[src/rtl/axi4_bridge_pkg.sv]
`default_nettype none
// ============================================================================
// Module      : axi4_bridge_pkg
// Description : Shared AXI4 encodings and the read-arbiter state type.
// Revision    : 1.0 - initial release
// ============================================================================
package axi4_bridge_pkg;

    localparam logic [1:0] AXI_RESP_OK    = 2'b00;
    localparam logic [1:0] AXI_BURST_INCR = 2'b01;

    typedef enum logic [1:0] {
        IDLE = 2'd0,
        ADDR = 2'd1,
        DATA = 2'd2
    } rd_arb_state_t;

endpackage : axi4_bridge_pkg
`default_nettype wire

[src/rtl/axi4_rr_arbiter.sv]
`default_nettype none
// ============================================================================
// Module      : axi4_rr_arbiter
// Description : Combinational request picker. Scans requests starting at
//               i_ptr and wrapping NM-1 -> 0; first active request wins.
//               With i_ptr tied to zero it degenerates to fixed priority.
// Revision    : 1.0 - initial release
// ============================================================================
module axi4_rr_arbiter
    import axi4_bridge_pkg::*;
#(
    parameter int NM   = 4,
    parameter int IDXW = $clog2(NM)
) (
    input  logic [NM-1:0]   i_req,
    input  logic [IDXW-1:0] i_ptr,
    output logic [NM-1:0]   o_gnt,
    output logic [IDXW-1:0] o_idx
);

    // Rotating first-one search from the pointer position
    always_comb begin
        int   k;
        logic found;
        o_gnt = '0;
        o_idx = '0;
        found = 1'b0;
        k     = 0;
        for (int i = 0; i < NM; i++) begin
            k = int'(i_ptr) + i;
            if (k >= NM) k = k - NM;
            if (!found && i_req[k]) begin
                o_gnt[k] = 1'b1;
                o_idx    = IDXW'(k);
                found    = 1'b1;
            end
        end
    end

endmodule : axi4_rr_arbiter
`default_nettype wire

[src/rtl/axi4_s_rd_arb.sv]
`default_nettype none
// ============================================================================
// Module      : axi4_s_rd_arb
// Description : Shares one AXI4 read slave between NM upstream masters with a
//               single outstanding burst. The AR of the winner is registered
//               and forwarded; R beats are routed back to the owner with zero
//               latency until RLAST.
//               Build option AXI4_RD_ARB_RR_EN: round-robin arbitration;
//               undefined: fixed priority (lowest index wins).
// Revision    : 1.0 - initial release
// ============================================================================
module axi4_s_rd_arb
    import axi4_bridge_pkg::*;
#(
    parameter int NM   = 4,
    parameter int TAGW = 3,
    parameter int ADRW = 32,
    parameter int DATW = 256
) (
    input  logic                 i_clk,
    input  logic                 i_rst_n,
    input  logic [NM*TAGW-1:0]   i_s_arid,
    input  logic [NM*ADRW-1:0]   i_s_araddr,
    input  logic [NM*8-1:0]      i_s_arlen,
    input  logic [NM*3-1:0]      i_s_arsize,
    input  logic [NM*2-1:0]      i_s_arburst,
    input  logic [NM-1:0]        i_s_arvalid,
    output logic [NM-1:0]        o_s_arready,
    output logic [TAGW-1:0]      o_s_rid,
    output logic [DATW-1:0]      o_s_rdata,
    output logic [1:0]           o_s_rresp,
    output logic                 o_s_rlast,
    output logic [NM-1:0]        o_s_rvalid,
    input  logic [NM-1:0]        i_s_rready,
    output logic [TAGW-1:0]      o_m_arid,
    output logic [ADRW-1:0]      o_m_araddr,
    output logic [7:0]           o_m_arlen,
    output logic [2:0]           o_m_arsize,
    output logic [1:0]           o_m_arburst,
    output logic                 o_m_arvalid,
    input  logic                 i_m_arready,
    input  logic [TAGW-1:0]      i_m_rid,
    input  logic [DATW-1:0]      i_m_rdata,
    input  logic [1:0]           i_m_rresp,
    input  logic                 i_m_rlast,
    input  logic                 i_m_rvalid,
    output logic                 o_m_rready,
    output logic [NM-1:0]        o_grant
);

    localparam int IDXW = $clog2(NM);

    rd_arb_state_t   r_state_q, r_state_d;
    logic [IDXW-1:0] r_grant_idx_q, r_grant_idx_d;
    logic [IDXW-1:0] r_rr_ptr_q, r_rr_ptr_d;
    logic [TAGW-1:0] r_arid_q, r_arid_d;
    logic [ADRW-1:0] r_araddr_q, r_araddr_d;
    logic [7:0]      r_arlen_q, r_arlen_d;
    logic [2:0]      r_arsize_q, r_arsize_d;
    logic [1:0]      r_arburst_q, r_arburst_d;

    logic [NM-1:0]   w_arb_gnt;
    logic [IDXW-1:0] w_arb_idx;
    logic [IDXW-1:0] w_arb_ptr;
    logic [NM-1:0]   w_owner_oh;
    logic            w_owner_rready;
    logic            w_last_beat;

`ifdef AXI4_RD_ARB_RR_EN
    assign w_arb_ptr = r_rr_ptr_q;
`else
    // Pointer still tracks the last owner; masked so the lowest index wins
    assign w_arb_ptr = r_rr_ptr_q & '0;
`endif

    axi4_rr_arbiter #(
        .NM   (NM),
        .IDXW (IDXW)
    ) u_arb (
        .i_req (i_s_arvalid),
        .i_ptr (w_arb_ptr),
        .o_gnt (w_arb_gnt),
        .o_idx (w_arb_idx)
    );

    assign w_owner_oh     = NM'(1) << r_grant_idx_q;
    assign w_owner_rready = i_s_rready[r_grant_idx_q];
    assign w_last_beat    = i_m_rvalid & w_owner_rready & i_m_rlast;

    // R payload is broadcast untouched; only RVALID is steered to the owner
    assign o_s_rid   = i_m_rid;
    assign o_s_rdata = i_m_rdata;
    assign o_s_rresp = i_m_rresp;
    assign o_s_rlast = i_m_rlast;

    assign o_m_arid    = r_arid_q;
    assign o_m_araddr  = r_araddr_q;
    assign o_m_arlen   = r_arlen_q;
    assign o_m_arsize  = r_arsize_q;
    assign o_m_arburst = r_arburst_q;

    // Next-state and handshake outputs for the IDLE/ADDR/DATA ownership cycle
    always_comb begin
        r_state_d     = r_state_q;
        r_grant_idx_d = r_grant_idx_q;
        r_rr_ptr_d    = r_rr_ptr_q;
        r_arid_d      = r_arid_q;
        r_araddr_d    = r_araddr_q;
        r_arlen_d     = r_arlen_q;
        r_arsize_d    = r_arsize_q;
        r_arburst_d   = r_arburst_q;
        o_s_arready   = '0;
        o_s_rvalid    = '0;
        o_m_arvalid   = 1'b0;
        o_m_rready    = 1'b0;
        o_grant       = '0;
        case (r_state_q)
            IDLE: begin
                if (|w_arb_gnt) begin
                    o_s_arready   = w_arb_gnt;
                    r_grant_idx_d = w_arb_idx;
                    r_arid_d      = i_s_arid[w_arb_idx*TAGW +: TAGW];
                    r_araddr_d    = i_s_araddr[w_arb_idx*ADRW +: ADRW];
                    r_arlen_d     = i_s_arlen[w_arb_idx*8 +: 8];
                    r_arsize_d    = i_s_arsize[w_arb_idx*3 +: 3];
                    r_arburst_d   = i_s_arburst[w_arb_idx*2 +: 2];
                    r_state_d     = ADDR;
                end
            end
            ADDR: begin
                o_m_arvalid = 1'b1;
                o_grant     = w_owner_oh;
                if (i_m_arready) r_state_d = DATA;
            end
            DATA: begin
                o_grant    = w_owner_oh;
                o_m_rready = w_owner_rready;
                o_s_rvalid = i_m_rvalid ? w_owner_oh : '0;
                if (w_last_beat) begin
                    r_state_d  = IDLE;
                    r_rr_ptr_d = (r_grant_idx_q == IDXW'(NM - 1)) ? '0
                                                                   : r_grant_idx_q + 1'b1;
                end
            end
            default: r_state_d = IDLE;
        endcase
    end

    // State and AR holding registers; reset abandons any burst in flight
    always_ff @(posedge i_clk or negedge i_rst_n) begin
        if (!i_rst_n) begin
            r_state_q     <= IDLE;
            r_grant_idx_q <= '0;
            r_rr_ptr_q    <= '0;
            r_arid_q      <= '0;
            r_araddr_q    <= '0;
            r_arlen_q     <= '0;
            r_arsize_q    <= '0;
            r_arburst_q   <= '0;
        end else begin
            r_state_q     <= r_state_d;
            r_grant_idx_q <= r_grant_idx_d;
            r_rr_ptr_q    <= r_rr_ptr_d;
            r_arid_q      <= r_arid_d;
            r_araddr_q    <= r_araddr_d;
            r_arlen_q     <= r_arlen_d;
            r_arsize_q    <= r_arsize_d;
            r_arburst_q   <= r_arburst_d;
        end
    end

endmodule : axi4_s_rd_arb
`default_nettype wire
[config.mk]
export PLATFORM = sky130hd
export DESIGN_NAME = axi4_s_rd_arb
export DESIGN_NICKNAME = d
export VERILOG_FILES = /design/src/rtl/axi4_bridge_pkg.sv /design/src/rtl/axi4_rr_arbiter.sv /design/src/rtl/axi4_s_rd_arb.sv
export SDC_FILE = /design/constraint.sdc
export NUM_CORES = 1
export LEC_CHECK = 0
export CORE_AREA = 2 2 309 311
export DETAILED_ROUTE_END_ITERATION = 10
export DIE_AREA = 0 0 311 313
export PLACE_DENSITY_LB_ADDON = 0.05
export SLEW_MARGIN = 25
export SYNTH_ARGS = -nofsm -noshare
export SYNTH_HDL_FRONTEND = slang
export SYNTH_SLANG_ARGS = --single-unit
[constraint.sdc]
create_clock -name i_clk -period 2.1 [get_ports i_clk]
set_clock_uncertainty 0.2 [all_clocks]
set_input_delay 0.63 -clock i_clk [delete_from_list [all_inputs] [get_ports i_clk]]
set_output_delay 0.63 -clock i_clk [all_outputs]
set_load 0.01 [all_outputs]
Yosys cells after proc, flatten, opt, wreduce, memory -nomap -nowiden

Index checks and enable logic that the tools add are counted.

Divide/modulo/power cells: 0
$lt $le $gt $ge: 1
Equal/unequal tests: 5
Bitwise operators: 2
Reductions and logical operators: 11
Muxes and demuxes: 23
$mul: 1
$add $sub $neg: 0
Shift operators: 6

Operator list:

| operator            | count |
|---|---|
| $shiftx 128x8->32   | 1 |
| $shiftx 32x6->8     | 1 |
| $mux 4              | 6 |
| $shiftx 12x5->3     | 2 |
| $mux 2              | 6 |
| $mux 1              | 8 |
| $shiftx 8x4->2      | 1 |
| $ne 2x2->1 const B  | 3 |
| $pmux 2 s3          | 1 |
| $mul 2x2->4 const B | 1 |
| $reduce_or 4->1     | 1 |
| $shl 1x2->4 const A | 1 |
| $logic_and 1x1->1   | 3 |
| $logic_not 1->1     | 3 |
| $lt 2x3->1 const B  | 1 |
| $mux 3              | 1 |
| $reduce_and 3->1    | 1 |
| $and 1x1->1         | 2 |
| $bmux 1 s2          | 1 |
| $eq 2x1->1 const B  | 1 |
| $eq 2x2->1 const B  | 1 |
| $logic_not 2->1     | 1 |
| $reduce_and 2->1    | 1 |
| $reduce_or 2->1     | 1 |

Bits in latches: 0
Bits in writable memories: 0
Memories kept: 0
Output and inout bits: 324
Bits of input ports: 466
Logic and storage cells: 56
ROM bits: 0
Register bits: 52

Longest topological paths before layout

Gate-level depths: netlist of run 1.

Depth in word-level cells: 13
Mapped depth: 6
Mapped depth without buffers: 6

By module

Synthesis of run 1 repeated with hierarchy kept, for this count alone.

Cell total of the unflattened synthesis: 511
Area, all modules: 5726.7 sq um

By module, submodules not included:

| module          | seq. area each (sq um) | area an instance (sq um) | cells each | times used |
|---|---|---|---|---|
| axi4_s_rd_arb   | 1301.2                 | 5270.1                   | 462        | 1 |
| axi4_rr_arbiter | 0.0                    | 456.7                    | 49         | 1 |

Worst setup path after synthesis of run 1

OpenSTA, ideal clock, no wires.

Path kind: input to output
Start: input port i_s_arvalid[1]
End: output port o_s_arready[1]
Required time: 1270 ps
Slack: -130 ps
Cell stages on the path: 5
Arrival: 1400 ps
Cells stage by stage: inv_1 -> nor2_1 -> buf_2 -> buf_2 -> and2_1

Cells in the longest elaborated chain, start to end: 11

Ends and longest elaborated chain:

| what                  | line                  | text |
|---|---|---|
| from (decl)           | axi4_s_rd_arb.sv:27   | `input logic [NM-1:0] i_s_arvalid,` |
| $logic_and 1x1->1 (*) | axi4_rr_arbiter.sv:32 | `if (!found && i_req[k]) begin` |
| $mux 1                | axi4_rr_arbiter.sv:32 |  |
| $logic_not 1->1       | axi4_rr_arbiter.sv:32 |  |
| $logic_and 1x1->1     | axi4_rr_arbiter.sv:32 |  |
| $mux 1                | axi4_rr_arbiter.sv:32 |  |
| $logic_not 1->1       | axi4_rr_arbiter.sv:32 |  |
| $logic_and 1x1->1     | axi4_rr_arbiter.sv:32 |  |
| $mux 4 (*)            | axi4_rr_arbiter.sv:32 |  |
| $reduce_or 4->1       | axi4_s_rd_arb.sv:119  | `if (\|w_arb_gnt) begin` |
| $mux 4 (*)            | axi4_s_rd_arb.sv:119  |  |
| $mux 4 (*)            | axi4_s_rd_arb.sv:117  | `case (r_state_q)` |
| to (decl)             | axi4_s_rd_arb.sv:28   | `output logic [NM-1:0] o_s_arready,` |

Every way passes the cells marked *; elsewhere a longest branch is shown, timed or not.

Worst setup path in the final report of run 1

Start: register r_state_q[0]
End: output port o_s_arready[3]

Cells in the longest elaborated chain, start to end: 2

Ends and longest elaborated chain:

| what                   | line                 | text |
|---|---|---|
| from (decl)            | axi4_s_rd_arb.sv:53  | `rd_arb_state_t r_state_q, r_state_d;` |
| from (signal assigned) | axi4_s_rd_arb.sv:161 | `r_state_q <= r_state_d;` |
| $logic_not 2->1        | axi4_s_rd_arb.sv:117 |  |
| $mux 4                 | axi4_s_rd_arb.sv:117 |  |

Every way passes these cells.

==> flow_summary.ini, run 1 <==
[sta]
fin_ws_ns = -0.457
slew_violations = 0
hold_violations = 0
max_freq_mhz = 391
worst_pin_slew_ns = 0.628
period_share_pct = 122
period_needed_ns = 2.56
setup_violations = 15
setup_tns_ns = -3.25
rsz0062_at_grt = yes
relSlewSlack_pct = 58.1

[clock_network]
root_buffer = clkbuf_16
clock_latency_ns = 0.35
cts_buffer_depth = 2
cts_buffers = 5
path_clk_slew_ns = 0.11
cts.sinks = 52
h-tree-depth = 2
cts_tree = built
cts_hold_buf = 0

[synthesis]
postSynth.asyncResetShare_pct = 100
yosys.area.top_type_share_pct = 39.1
synthTopCellsByCount = 263 x buf_4, 56 x nor2_1, 52 x dfrtp_1, 49 x a31oi_1, 48 x o221ai_1
synthTopCellsByArea = buf_4 39%, dfrtp_1 26%, o221ai_1 8.3%
syn_area_um2 = 5050
ys_seq_area_share_pct = 25.8
synthCells = 592
synth-seq-cells = 52
yosys_most_used_dff = dfrtp_1
synth_warnings = 0
synth-edff-count = 0
synth.most_common_cell = buf_4
synth.distinct_cells = 33
postSynthAreaPerCell_um2 = 8.53
yosysTopAreaCell = buf_4
synth_nets = 1062

[pwr]
clkPwrFrac_pct = 14.5
p_sw_w = 0.00343
max-vdd-ir-drop_mv = 0.413
seqPwrFrac_pct = 22.3
power.density_nw_per_um2 = 904
p_int_w = 0.00477
swShare_pct = 41.8
power.leakage_nw = 3.06
combPwrFrac_pct = 63.1

[setup_path]
end_kind = output port
cp-start-kind = flop
critPathMaxFanout = 2
crit_arrival_ns = 1.73
rrSetupSlack_ns = -0.34
r2r_end = r_state_q[0]
worstSetupPathType = reg -> out
r2r_cells = 9
critPathRequiredTime_ns = 1.27
r2r_start = r_state_q[0]

[global_route]
grt_max_degree = 53
grt_antenna_before_repair = 9
gr-total-overflow = 0
grt_pass1_wl_mm = 51.2
first_global_vias = 5242
track_usage_pct = 7.86

[floorplanning]
die_w_um = 311
start_util_pct = 5.36
core_area_um2 = 94200
die-area_um2 = 97300
io_pins = 790
num_rows = 113
die_y_um = 313

[final_layout]
final_cells = 1952
design_area_um2 = 9060
syn_to_final_growth_pct = 79.5
layout-drive-gt1-share_pct = 28.8
finalCoreUtilization_pct = 9.62
nets = 1153

[placement]
io_buffers = 267
placed_area_um2 = 7990
gp_congestion = 0.646
dp_slack_ns = -0.976
place_hpwl_mm = 29.0
dp_cells = 1895

[drt]
firstDrtPassIters = 4
drt_iter0_markers = 123
vias = 4805
drc_errors = 0
ant_nets = 0
wl_mm = 41.7
wire_per_inst_um = 21.3
via_per_inst = 2.46

[min_path]
hold_class = in -> async

[job]
max_cap_viol_count = 0

[status]
violations = negative setup slack
status = finished with violations
power by group through the flow:
| stage | clock [W] | sequential, W | combinational (W) |
|---|---|---|---|
| after global placement | 0 | 0.00188 | 0.00451 |
| after global routing | 0.00133 | 0.00192 | 0.00567 |
| final | 0.00119 | 0.00183 | 0.00517 |
| after CTS | 0.00133 | 0.00186 | 0.00452 |
| after detailed placement | 0 | 0.00189 | 0.00446 |
| after floorplan | 0 | 0.00201 | 0.00179 |
cells by family (layout without fill, tap and decap cells):
kind of cell             after synthesis  in the layout  share of synthesized area [%]
other                                  0              3                              0
adder cells (fa/ha/maj)                4              4                          0.992
flip-flops                            52             52                           25.8
AO/OA/AOI/OAI                        152            152                           22.6
multiplexers                           5              5                           1.31
buffers and inverters                303            395                           42.5
AND/OR/NAND/NOR                       76             76                           6.77
routing by layer:
layer  vias up  part of all wire (%)  track usage (%)
met5         -                  0.34            0.629
met4        10                   4.0             3.35
met3       127                    12             4.81
met2       410                    45             12.3
met1      2214                    38             8.49
li1       2044                     -                -
critical path, cell delays in order (launching register included):
cell and delay, ns:
dfrtp_1 0.41, inv_2 0.08, ha_4 0.15, buf_6 0.10, or3b_4 0.39, nor2_4 0.12
buf_12 0.12
worst max path at each step:
stage               slack, ns            from        endpoint  cells after the start
floorplan               -0.01  i_s_arvalid[1]    r_state_q[0]                      4
global placement        -1.04  i_s_arvalid[1]  o_s_arready[1]                      5
detailed placement      -0.98  i_s_arvalid[1]  o_s_arready[1]                      5
CTS                     -0.51    r_state_q[1]  o_s_arready[3]                      6
global route            -0.57    r_state_q[0]  o_s_arready[3]                      6
finish                  -0.46    r_state_q[0]  o_s_arready[3]                      6
state kept, by name (all words and copies together) (netlist names):
signal / count
o_m_araddr: 32
o_m_arlen: 8
o_m_arid: 3
o_m_arsize: 3
o_m_arburst: 2
r_grant_idx_q: 2
r_state_q: 2
cell usage in the layout (no fill, tap or decap), drive strengths merged:
cell type,netlist,final
clkdlybuf4s15,0,2
o22ai,1,1
dlygate4sd2,0,51
nor3b,2,2
buf,281,126
o21ai,2,2
nand3,3,3
dfrtp,52,52
nor3,3,3
bufinv,0,1
nor2b,1,1
diode,0,3
mux2i,1,1
bufbuf,0,4
ha,4,4
clkbuf,16,9
a22oi,46,46
a31oi,49,49
clkdlybuf4s50,0,193
a21boi,1,1
o21a,1,1
nand2,2,2
or3b,1,1
inv,6,5
nor2,57,57
and3,1,1
mux2,3,3
and2,5,5
mux4,1,1
clkinv,0,1
o221ai,48,48
a21oi,2,2
nand2b,1,1
dlymetal6s2s,0,1
clkinvlp,0,2
a21o,1,1
o311a,1,1
cell type report:
class | count | area (µm²)
antenna | 3 | 7.51
clock buffer | 5 | 125
clock inverter | 3 | 42.5
fill | 11000 | 85100
inverter | 6 | 26.3
multi-input combinational | 237 | 1890
sequential | 52 | 1300
tap | 1265 | 1580
timing repair buffer | 381 | 4090
timing repair:
item / 4_1_cts / 5_1_grt
buffers inserted: 28 / 13
gates cloned: 7 / 7
pin swaps: 24 / 6
gates resized for setup: 183 / 26
setup endpoints to repair: 113 / 40
per-stage QoR:
step	power [W]	hold WS (ns)
2_1_floorplan	0.00380	0.134
3_3_place_gp	0.00639	0.336
3_5_place_dp	0.00634	0.342
4_1_cts	0.00771	0.0952
5_1_grt	0.00892	0.0936
6_report	0.00819	0.0758
No activity file was read; power rests on OpenSTA's default activity.
==> run 2, diff against run 1 <==
- CTS_BUF_LIST: default -> sky130_fd_sc_hd__clkbuf_8
==> run 2 against run 1 <==
The flow still finishes with violations (negative setup slack). Combinational power up 7.0%. Clock-buffer cell count unchanged. Total power up 1.6%. Global-route usage fell by 0.16 points. Flip-flop and latch count unchanged. Largest cell class unchanged. Utilization is 0.080 points higher. Fmax shrank 2.9%.
==> flow_summary.ini, run 2 (synthesis gave the netlist of run 1 again) <==
[global_route]
gr-total-overflow = 0
grt_max_degree = 53
grt_pass1_wl_mm = 50.2
track_usage_pct = 7.70
first_global_vias = 5226
grt_antenna_before_repair = 7

[setup_path]
critical_path.startpoint = r_state_q[0]
cpPeakStageDelay_ns = 0.43
worstSetupPathType = reg -> out
r2r_cells = 9
critPathRequiredTime_ns = 1.27
rrSetupSlack_ns = -0.35
crit_arrival_ns = 1.80
critPathBufInv = 3
crit_slowest_cell = dfrtp_1
worstPathCellList = inv_2 > ha_4 > buf_6 > or3b_4 > nor2_4 > buf_12
cp-start-kind = flop
cp.depth = 6
r2r_start = r_state_q[0]
critPathMaxFanout = 2
end_kind = output port
cp_top_family = simple AND/OR/NAND/NOR gates
r2r_end = r_state_q[0]

[placement]
dp_slack_ns = -0.976
gp_congestion = 0.646
place_hpwl_mm = 29.0
io_buffers = 267

[drt]
drt_iter0_markers = 135
firstDrtPassIters = 4
drc_errors = 0
via_per_inst = 2.46
ant_nets = 0
wl_mm = 41.4
vias = 4819
wire_per_inst_um = 21.1

[final_layout]
seq_area_um2 = 1300
finalCoreUtilization_pct = 9.70
fillers = 11000
largest_reg_flops = 32
layout_common_cells = 194 x clkdlybuf4s50_1, 66 x buf_4, 52 x dlygate4sd2_1, 52 x dfrtp_1, 47 x nor2_1
layout-drive-gt1-share_pct = 30.0
multiInputGateArea_um2 = 1930
syn_to_final_growth_pct = 81.0
nets = 1162
layout_commonest_cell = clkdlybuf4s50_1

[sta]
fin_ws_ns = -0.532
period_share_pct = 125
slew_violations = 0
worst_pin_slew_ns = 0.668
max_freq_mhz = 380
rsz0062_at_grt = yes
period_needed_ns = 2.63
hold_violations = 0
relSlewSlack_pct = 55.4
setup_violations = 63

[min_path]
hold_end = o_m_arlen[7]
holdPathStages = 2
hold_class = reg -> reg
holdCritStartpoint = o_m_arlen[7]

[floorplanning]
num_rows = 113
start_util_pct = 5.36
die_w_um = 311
io_pins = 790
core_area_um2 = 94200
die_y_um = 313
die-area_um2 = 97300

[pwr]
max-vdd-ir-drop_mv = 0.336
power.leakage_nw = 3.08
power.density_nw_per_um2 = 911

[clock_network]
cts_buffer_depth = 2
clock_latency_ns = 0.40
cts_buffers = 5
cts_tree = built
path_clk_slew_ns = 0.17
root_buffer = clkbuf_8
cts.sinks = 52
h-tree-depth = 2

[status]
violations = negative setup slack
status = finished with violations

[job]
max_cap_viol_count = 0
==> run 2: cell types whose count changed in the layout (fill, tap and decap cells not counted), moves of 6 or more <==
cell     change
a22oi_1      +7
a22oi_2      -7
buf_4        +6
nor2_1       -6
==> run 2: per-layer routing <==
layer	global-route usage, %	part of all wire [%]	vias up
li1	-	-	2056
met1	8.30	38	2221
met2	11.9	45	405
met3	4.78	12	127
met4	3.38	4.0	10
met5	0.629	0.36	-
==> run 2: power by group <==
part           internal (W)  switching (W)
logic               0.00293        0.00260
registers           0.00151       0.000323
clock network      0.000357       0.000604
==> run 2: area by class of cell <==
| type | instances | share of cell area, % |
|---|---|---|
| clock buffers | 5 | 0.753 |
| diodes | 3 | 0.0822 |
| clock inverters | 3 | 0.466 |
| repair buffers | 390 | 45.7 |
| multi-input cells | 237 | 21.1 |
| inverters | 6 | 0.288 |
| flip-flops and latches | 52 | 14.2 |
| well taps | 1265 | 17.3 |
==> run 2: worst max path at each step <==
stage | to | slack (ns)
3_5_place_dp | o_s_arready[1] | -0.98
2_1_floorplan | r_state_q[0] | -0.01
4_1_cts | o_s_arready[3] | -0.61
6_report | o_s_arready[3] | -0.53
3_3_place_gp | o_s_arready[1] | -1.04
5_1_grt | o_s_arready[3] | -0.66
==> run 2: metrics by stage <==
| stage | cell area [µm²] | instances | hold WS [ns] | power [W] | setup TNS, ns |
|---|---|---|---|---|---|
| after global routing | 9130 | 1959 | 0.386 | 0.00908 | -13.68 |
| after detailed placement | 7990 | 1895 | 0.342 | 0.00634 | -47.01 |
| after floorplan | 5070 | 592 | 0.134 | 0.00380 | -0.0175 |
| after CTS | 8670 | 1938 | 0.366 | 0.00754 | -5.41 |
| final | 9140 | 1961 | 0.360 | 0.00832 | -8.83 |
| after global placement | 7990 | 1895 | 0.336 | 0.00639 | -48.55 |
==> run 2: timing repair <==
action | 4_1_cts | 5_1_grt
hold buffers | 1 | 0
buffers inserted | 35 | 13
endpoints found under the setup margin | 112 | 58
resized for setup | 177 | 38
pin swaps | 22 | 5
gates cloned | 4 | 8
hold endpoints to repair | 5 | 0
==> run 2: worst reg2reg max path, delay by kind of cell, from the launching register on <==
| family | cells | cell delay [ns] |
|---|---|---|
| adders and majority gates | 1 | 0.16 |
| buffers and inverters | 4 | 0.45 |
| AOI/OAI and AO/OA | 2 | 0.44 |
| muxes | 1 | 0.31 |
| DFF | 1 | 0.43 |
| and+or+nand+nor | 1 | 0.39 |
==> run 3, diff against run 2 <==
- GPL_ROUTABILITY_DRIVEN: default -> 1
- SETUP_SLACK_MARGIN: default -> 0.5
==> run 3 against run 2 <==
The run still ends with negative setup slack left. Total power increased by 24%. Fmax rose by 4.6%. Sequential power rose by 7%. Sequential share of layout area down 1.3 points.
==> flow_summary.ini, run 3 (synthesis gave the netlist of run 1 again) <==
[status]
status = finished with violations
violations = negative setup slack

[sta]
worst_pin_slew_ns = 0.459
max_freq_mhz = 398
relSlewSlack_pct = 69.4
period_share_pct = 120
rsz0062_at_grt = yes
hold_violations = 0
period_needed_ns = 2.51
fin_ws_ns = -0.415
setup_violations = 15
slew_violations = 0

[floorplanning]
die_y_um = 313
start_util_pct = 5.36
die_w_um = 311
core_area_um2 = 94200
die-area_um2 = 97300
num_rows = 113
io_pins = 790

[final_layout]
layout_commonest_cell = clkdlybuf4s50_1
fillers = 10900
syn_to_final_growth_pct = 101
design_area_um2 = 10100
finalCoreUtilization_pct = 10.8
layout_common_cells = 193 x clkdlybuf4s50_1, 85 x buf_4, 66 x buf_6
nets = 1193
layout-drive-gt1-share_pct = 50.6
largest_reg_flops = 32

[setup_path]
r2r_cells = 8
cp-start-kind = flop
worstSetupPathType = reg -> out
r2r_start = r_state_q[1]
rrSetupSlack_ns = -0.27
critPathMaxFanout = 2
end_kind = output port
r2r_end = r_state_q[0]
critPathRequiredTime_ns = 1.27
crit_arrival_ns = 1.68

[drt]
via_per_inst = 2.44
drc_errors = 0
ant_nets = 0
vias = 4847
wire_per_inst_um = 20.3
wl_mm = 40.3
drt_iter0_markers = 95
firstDrtPassIters = 4

[global_route]
met1_usage_pct = 7.87
gr-total-overflow = 0
met3_usage_pct = 3.75
track_usage_pct = 7.45
gr-usage-met2_pct = 12.4
grt_pass1_wl_mm = 48.6
grt_antenna_before_repair = 7
grt_busiest_layer = met2
first_global_vias = 5272
grt_max_degree = 53

[pwr]
max-vdd-ir-drop_mv = 0.259
power.leakage_nw = 3.40
power.density_nw_per_um2 = 1020

[clock_network]
cts.sinks = 52
cts_tree = built
h-tree-depth = 2
cts_buffers = 5
cts_hold_buf = 0
cts_buffer_depth = 2
root_buffer = clkbuf_8
path_clk_slew_ns = 0.15
clock_latency_ns = 0.38

[placement]
place_hpwl_mm = 28.6
io_buffers = 267
dp_slack_ns = -1.10
gp_congestion = 0.621
placed_area_um2 = 8390

[job]
max_cap_viol_count = 0

[min_path]
hold_class = in -> async
[run 3: cell count changes in the layout (fill, tap and decap cells not counted), sizes merged]
cell           previous run  this run
buf                     133       211
dlygate4sd2              52         3
clkbuf                   11        13
diode                     3         1
bufbuf                    2         3
clkdlybuf4s50           194       193
clkinv                    1         0
dlygate4sd3               1         0
dlymetal6s2s              1         2
inv                       5         6
[run 3: worst max path at each step]
stage                           endpoint             start
after floorplan             r_state_q[0]    i_s_arvalid[1]
after detailed placement  o_s_arready[3]    i_s_arvalid[1]
final                         o_m_rready  r_grant_idx_q[0]
after global routing          o_m_rready  r_grant_idx_q[0]
after CTS                 o_s_arready[3]      r_state_q[0]
after global placement    o_s_arready[3]    i_s_arvalid[1]
[run 3: layout make-up]
class | count | area (µm²) | area share [%]
clock buffer | 5 | 68.8 | 0.679
timing repair buffer | 421 | 4640 | 45.8
tap | 1265 | 1580 | 15.6
antenna | 1 | 2.50 | 0.0247
multi-input combinational | 237 | 2460 | 24.3
inverter | 6 | 26.3 | 0.259
sequential | 52 | 1310 | 12.9
clock inverter | 3 | 46.3 | 0.457
[run 3: stage by stage]
step           total power, W  cells  TNS [ns]  hold WS, ns
2_1_floorplan         0.00404    592   -0.0238        0.134
3_3_place_gp          0.00660   1901    -47.67        0.344
3_5_place_dp          0.00653   1901    -45.94        0.340
4_1_cts               0.00831   1947     -5.09     0.000724
5_1_grt                0.0112   1990     -5.91       0.0119
6_report               0.0103   1990     -3.92      0.00769
[run 3: what timing repair did]
item,4_1_cts,5_1_grt
cloned,6,10
endpoints found under the hold margin,0,0
pin swaps,13,13
gates resized for setup,356,137
setup endpoints to repair,115,115
buffers inserted,32,32
[run 3: report_power, final]
| part | internal (W) | switching [W] |
|---|---|---|
| sequential | 0.00152 | 0.000449 |
| clock | 0.000363 | 0.000580 |
| combinational | 0.00418 | 0.00325 |
| total | 0.00605 | 0.00428 |
[run 3: critical path: stages, from the launching register on]
cell and delay, ns:
dfrtp_2 0.42, buf_12 0.11, mux4_2 0.49, and2_4 0.17
buf_6 0.11
[run 3: routing by layer]
metal,vias to the layer above,routed length [µm],part of all wire (%)
met5,-,78,0.19
met1,2232,15200,38
li1,2132,-,-
met2,333,19400,48
met4,12,1680,4.2
met3,138,4000,9.9
